$ cat src/rtl/hpdcache_l15_req_arb_rt.sv
// Round-robin request arbiter with an ID-indexed routing table.
// Accepted requests record their source port under their transaction ID so
// the returning response can be steered back by the downstream demux.
module hpdcache_l15_req_arb_rt #(
  parameter int unsigned N        = 4,
  parameter int unsigned ID_W     = 4,
  parameter int unsigned PORTID_W = 2,
  parameter int unsigned REQ_W    = 64
) (
  input  logic                  clk_i,
  input  logic                  rst_i,
  input  logic [N-1:0]          req_valid_i,
  output logic [N-1:0]          req_ready_o,
  input  logic [N*REQ_W-1:0]    req_i,
  input  logic [N*ID_W-1:0]     req_id_i,
  output logic                  mem_req_valid_o,
  input  logic                  mem_req_ready_i,
  output logic [REQ_W-1:0]      mem_req_o,
  output logic [ID_W-1:0]       mem_req_id_o,
  input  logic                  mem_resp_valid_i,
  input  logic                  mem_resp_ready_i,
  input  logic [ID_W-1:0]       mem_resp_id_i,
  input  logic                  mem_resp_last_i,
  output logic [PORTID_W-1:0]   mem_sel_o,
  output logic                  mem_resp_err_o,
  output logic [ID_W:0]         outstanding_o
);

  localparam int unsigned DEPTH = 2**ID_W;

  logic [DEPTH-1:0]    rt_valid_q, rt_valid_d;
  logic [PORTID_W-1:0] rt_port_q [DEPTH];
  logic [PORTID_W-1:0] rr_ptr_q, rr_ptr_d;
  logic                lock_q, lock_d;
  logic [PORTID_W-1:0] lock_port_q, lock_port_d;
  logic [ID_W:0]       outstanding_q, outstanding_d;

  logic [N-1:0]        eligible;
  logic                gnt_valid;
  logic [PORTID_W-1:0] gnt;
  logic                req_hs;
  logic                resp_free;

  // A port competes only if its ID is not already in flight (registered table, no bypass).
  always_comb begin
    eligible = '0;
    for (int unsigned p = 0; p < N; p++) begin
      eligible[p] = req_valid_i[p] & ~rt_valid_q[req_id_i[p*ID_W +: ID_W]];
    end
  end

  // Grant: hold the locked port, else first eligible at/after rr_ptr.
  // The rotation is split into two constant-index passes (ports >= rr_ptr, then ports < rr_ptr).
  always_comb begin
    gnt_valid = 1'b0;
    gnt       = '0;
    if (lock_q) begin
      gnt_valid = 1'b1;
      gnt       = lock_port_q;
    end else begin
      for (int unsigned p = 0; p < N; p++) begin
        if (!gnt_valid && eligible[p] && (p >= 32'(rr_ptr_q))) begin
          gnt_valid = 1'b1;
          gnt       = PORTID_W'(p);
        end
      end
      for (int unsigned p = 0; p < N; p++) begin
        if (!gnt_valid && eligible[p] && (p < 32'(rr_ptr_q))) begin
          gnt_valid = 1'b1;
          gnt       = PORTID_W'(p);
        end
      end
    end
    if (rst_i) gnt_valid = 1'b0;
  end

  // Request-side outputs muxed from the granted port.
  always_comb begin
    req_ready_o  = '0;
    mem_req_o    = '0;
    mem_req_id_o = '0;
    for (int unsigned p = 0; p < N; p++) begin
      if (gnt == PORTID_W'(p)) begin
        mem_req_o    = req_i[p*REQ_W +: REQ_W];
        mem_req_id_o = req_id_i[p*ID_W +: ID_W];
        req_ready_o[p] = gnt_valid & mem_req_ready_i;
      end
    end
  end

  assign mem_req_valid_o = gnt_valid;
  assign req_hs          = gnt_valid & mem_req_ready_i;

  // Zero-latency response lookup.
  assign mem_sel_o      = rt_valid_q[mem_resp_id_i] ? rt_port_q[mem_resp_id_i] : '0;
  assign mem_resp_err_o = mem_resp_valid_i & ~rt_valid_q[mem_resp_id_i];
  assign resp_free      = mem_resp_valid_i & mem_resp_ready_i & mem_resp_last_i & ~mem_resp_err_o;
  assign outstanding_o  = outstanding_q;

  // Next-state: table alloc/free, round-robin pointer, lock and occupancy count.
  always_comb begin
    rt_valid_d    = rt_valid_q;
    rr_ptr_d      = rr_ptr_q;
    lock_d        = lock_q;
    lock_port_d   = lock_port_q;
    outstanding_d = outstanding_q;
    if (resp_free) rt_valid_d[mem_resp_id_i] = 1'b0;
    if (req_hs) begin
      rt_valid_d[mem_req_id_o] = 1'b1;
      rr_ptr_d = (gnt == PORTID_W'(N-1)) ? '0 : gnt + PORTID_W'(1);
      lock_d   = 1'b0;
    end else if (gnt_valid) begin
      lock_d      = 1'b1;
      lock_port_d = gnt;
    end
    case ({req_hs, resp_free})
      2'b10:   outstanding_d = outstanding_q + (ID_W+1)'(1);
      2'b01:   outstanding_d = outstanding_q - (ID_W+1)'(1);
      default: outstanding_d = outstanding_q;
    endcase
  end

  // Control state with synchronous reset.
  always_ff @(posedge clk_i) begin
    if (rst_i) begin
      rt_valid_q    <= '0;
      rr_ptr_q      <= '0;
      lock_q        <= 1'b0;
      lock_port_q   <= '0;
      outstanding_q <= '0;
    end else begin
      rt_valid_q    <= rt_valid_d;
      rr_ptr_q      <= rr_ptr_d;
      lock_q        <= lock_d;
      lock_port_q   <= lock_port_d;
      outstanding_q <= outstanding_d;
    end
  end

  // Port field of the routing table; only meaningful where rt_valid_q is set.
  always_ff @(posedge clk_i) begin
    if (req_hs) rt_port_q[mem_req_id_o] <= gnt;
  end

endmodule

$ cat config.mk
export PLATFORM = sky130hd
export DESIGN_NAME = hpdcache_l15_req_arb_rt
export DESIGN_NICKNAME = d
export VERILOG_FILES = /design/src/rtl/hpdcache_l15_req_arb_rt.sv
export SDC_FILE = /design/constraint.sdc
export NUM_CORES = 1
export LEC_CHECK = 0
export ABC_AREA = 0
export BUFFER_PORTS_ARGS = -buffer_cell sky130_fd_sc_hd__buf_2
export CORE_AREA = 8 8 138 140
export DETAILED_ROUTE_END_ITERATION = 6
export DIE_AREA = 0 0 146 148
export GPL_ROUTABILITY_DRIVEN = 0
export GPL_TIMING_DRIVEN = 0
export HOLD_SLACK_MARGIN = 0.15
export PLACE_DENSITY = 0.6
export REMOVE_ABC_BUFFERS = 1
export SLEW_MARGIN = 20
export SYNTH_ARGS = -nofsm -noshare
export SYNTH_HDL_FRONTEND = slang
export SYNTH_SLANG_ARGS = --single-unit
$ cat constraint.sdc
create_clock -name clk_i -period 29.2 [get_ports clk_i]
set_input_delay 8.76 -clock clk_i [delete_from_list [all_inputs] [get_ports clk_i]]
set_output_delay 8.76 -clock clk_i [all_outputs]
set_load 0.01 [all_outputs]
==> results by group <==
Floorplan
  – Width of the die: 146 um
  – Initial Utilization: 0.3147
  – Total die area: 21610 um^2
  – Die H: 148 um
  – Site Rows: 48
  – IO Pins: 367
  – Core Region: 16940 um^2

Logic synthesis
  – Mux cell area share after synthesis: 0.1488
  – Synthesized flop and latch total: 58
  – Top cell type's share of synthesized area: 0.1803
  – Top_reg_cell synth: edfxtp_1
  – Largest family of logic cells by synthesized area: compound AO/OA/AOI/OAI gates
  – Most common library cells after synthesis: nor2_1, a21oi_1, nand2_1, o21ai_0, a22oi_1
  – Count of cell types in the netlist: 55
  – Post-synthesis simple-gate area fraction: 0.1754
  – Post-Syn Area: 5330 um^2
  – Syn Inst Count: 674
  – Most common cell in the netlist: nor2_1
  – EDFF count, synth: 32
  – Synth warn: 0
  – Adder-cell share of the synthesized area: 0.01643
  – Post-synth ARST share: 0
  – Complex-gate fraction of the synthesized area: 0.3157
  – Top area cells in the synthesized netlist: edfxtp_1, mux4_2, dfxtp_1, a22oi_1, a21oi_1
  – Syn_area_per_cell: 7.908 um^2
  – XOR/XNOR share of the synthesized area: 0.006573
  – Area leader, netlist: edfxtp_1
  – Seq/Total Area, Yosys: 0.2779

Critical path
  – Worst path max stage delay: 0.57 ns
  – Reg2reg setup slack: 23.59 ns
  – Critical Path Start Type: input port
  – CP max FO: 51
  – Worst setup EP type: output pin
  – Arrival time at the worst endpoint: 13.66 ns
  – Critical path class: input port to output pin
  – Crit path max-delay family: simple AND/OR/NAND/NOR gates
  – FF-to-FF Start: rt_valid_q[2]
  – CP dominant cell by count: buf_2
  – Worst path slowest cell: nor2b_4
  – Worst r2r dst: rt_port_q[9][0]
  – Crit-path cells: buf_2 > mux4_1 > mux4_2 > or3_1 > a41o_1 > a32oi_2 > inv_1 > ha_4 > buf_12 > nor2b_4 > buf_16 > a22oi_1 > nor2_1 > a21oi_1 > o21ai_0 > buf_2
  – R2R cell count: 14
  – Critical path buffer and inverter count: 5
  – Data required time of the critical path: 20.44 ns

CTS
  – CTS tree: yes
  – CTS Hold Bufs: 0
  – H-tree depth: 3
  – Max clock buf depth: 2
  – Cts repair resizes: 0
  – Clock transition at path regs: 0.05 ns
  – Inserted Clock Buffers: 9
  – Clk_lat worst skew: 0.33 ns
  – Post-CTS setup buffers: 0
  – Root Driver: clkbuf_16
  – CTS Sinks: 58

Global routing
  – Largest net degree at the start of global routing: 77
  – Initial antenna violation count: 25
  – Vias in the first global route: 6167
  – Total gr overflow: 0
  – First-pass GRT wire length: 40550 um
  – GRT Overall Usage: 0.2471

Route
  – Vias: 6678
  – Starting DRT DRC Count: 546
  – Pre-antenna DRT Iters: 6
  – Antenna Nets Post-Route: 0
  – Routed WL per cell: 23.01 um
  – Final wirelength: 28370 um
  – Via-per-instance ratio: 5.416
  – Post-route DRC: 0

STA
  – Max-slew headroom: 0.5350
  – Hold slack: 0.4733 ns
  – RSZ-0062 raised after global routing: no
  – Slew @ Worst Pin: 0.6903 ns
  – Final min period: 22.42 ns
  – Setup TNS: 0 ns
  – Fin crit share: 0.7678
  – Final setup violation count: 0
  – Max Clock Freq: 0.04461 GHz
  – Setup Skew: 0.006944 ns
  – Fin. Hold Viols: 0
  – Count of pins over their slew limit: 0

Placed design
  – Cells after DPL: 1207
  – Dpl hpwl: 23150 um
  – Input/output buffers: 366

Final layout
  – Nets: 1286
  – Fraction of layout cells with a size suffix above 1: 0.4369
  – Post-Layout Cell Count: 1233
  – Layout area overhead: 44.23%

Hold path
  – Min-delay worst type: register to register
  – Hold Path Cell Cnt: 2
  – Hold Path End: lock_port_q[0]
  – Min-Delay Startpoint: lock_port_q[0]

Status
  – Outcome: complete, no violations

Power and ir drop
  – Overall power: 445.7 uW
  – Power Dens Cells: 57.97 nW/um^2
  – Leakage Power: 3.420 nW
  – Maximum VDD drop: 0.03786 mV

Flow run
  – Max cap viols: 0
worst max-delay path by stage:
stage / start / endpoint / depth (start not counted)
2_1_floorplan: req_id_i[9] / mem_req_o[0] / 12
3_5_place_dp: req_id_i[9] / mem_req_o[6] / 16
6_report: req_id_i[9] / mem_req_o[6] / 16
3_3_place_gp: req_id_i[9] / mem_req_o[4] / 14
5_1_grt: req_id_i[9] / mem_req_o[6] / 16
4_1_cts: req_id_i[9] / mem_req_o[6] / 16
registers in the layout, summed over array words and instances, names as in the netlist:
register       count
lock_port_q        2
rt_valid_q        16
rt_port_q         32
lock_q             1
rr_ptr_q           2
outstanding_o      5
per-stage QoR:
step | setup WS [ns] | utilization | cell area, um^2
after floorplan | 5.728 | - | 5060
after global placement | 2.340 | 0.4235 | 7173
after detailed placement | 6.753 | 0.4355 | 7376
after CTS | 6.735 | 0.4524 | 7662
after global routing | 6.423 | 0.4530 | 7672
final | 6.781 | 0.4539 | 7687
cells in the final DEF (no fill, tap or decap), drive strengths merged, types with 2 or more instances in the layout:
cell type,synthesis,final
xor2,2,2
nor2,90,90
nor3,3,3
nand3,3,3
buf,8,373
clkbuf,57,10
dfxtp,26,26
nand2b,7,7
and3b,2,2
nand2,78,78
clkinv,1,4
o211ai,14,14
mux4,30,30
or2,5,5
a22oi,63,63
and3,4,4
a2bb2oi,2,2
o311ai,5,5
o21ai,90,90
edfxtp,32,32
a21oi,81,81
diode,0,10
and2,3,3
mux2,3,3
xnor2,2,2
ha,7,7
inv,11,11
o31ai,2,2
a31o,3,3
mux2i,8,8
nor2b,7,7
or3,6,6
o22ai,2,2
nand3b,4,4
clkinvlp,0,2
routing by layer:
layer	GRT usage	routed length, um	vias up
met3	0.1247	3722	62
met1	0.3116	11470	3094
met2	0.3688	12670	329
li1	-	-	3167
met4	0.05822	353	26
met5	0	156	-
cell families (layout without fill, tap and decap cells):
kind of cell	Yosys count	after routing
buffers and inverters	77	401
multiplexers	41	41
AND/OR/NAND/NOR	214	214
flip-flops	58	58
other	0	10
adder cells (fa/ha/maj)	7	7
AO/OA/AOI/OAI	273	273
XOR/XNOR	4	4
power by group:
part	total, mW	switching (mW)	leakage (nW)	internal, mW
sequential	0.0993	0.00580	0.503	0.0935
combinational	0.246	0.147	2.78	0.0985
clock	0.101	0.0354	0.134	0.0651
area by class of cell:
cell class / instances / area (um^2)
sequential: 58 / 1481
clock inverter: 6 / 57.56
clock buffer: 10 / 229.0
antenna: 10 / 25.02
tap: 225 / 281.5
timing repair buffer: 373 / 1986
fill: 1767 / 9249
inverter: 12 / 45.04
multi-input combinational: 539 / 3582
worst reg2reg max path, cell delays in order, from the launching register on:
cell and delay (ns):
dfxtp_1 0.39, mux4_2 0.49, mux4_2 0.54, or3_1 0.34
a41o_1 0.26, a32oi_2 0.36, inv_1 0.41, ha_4 0.40
buf_12 0.23, nand3b_1 0.22, a21oi_1 0.17, a21oi_1 0.06
o21ai_0 0.58, nand2b_1 0.47, nor3_1 0.38
(Power assumes the default switching activity.)
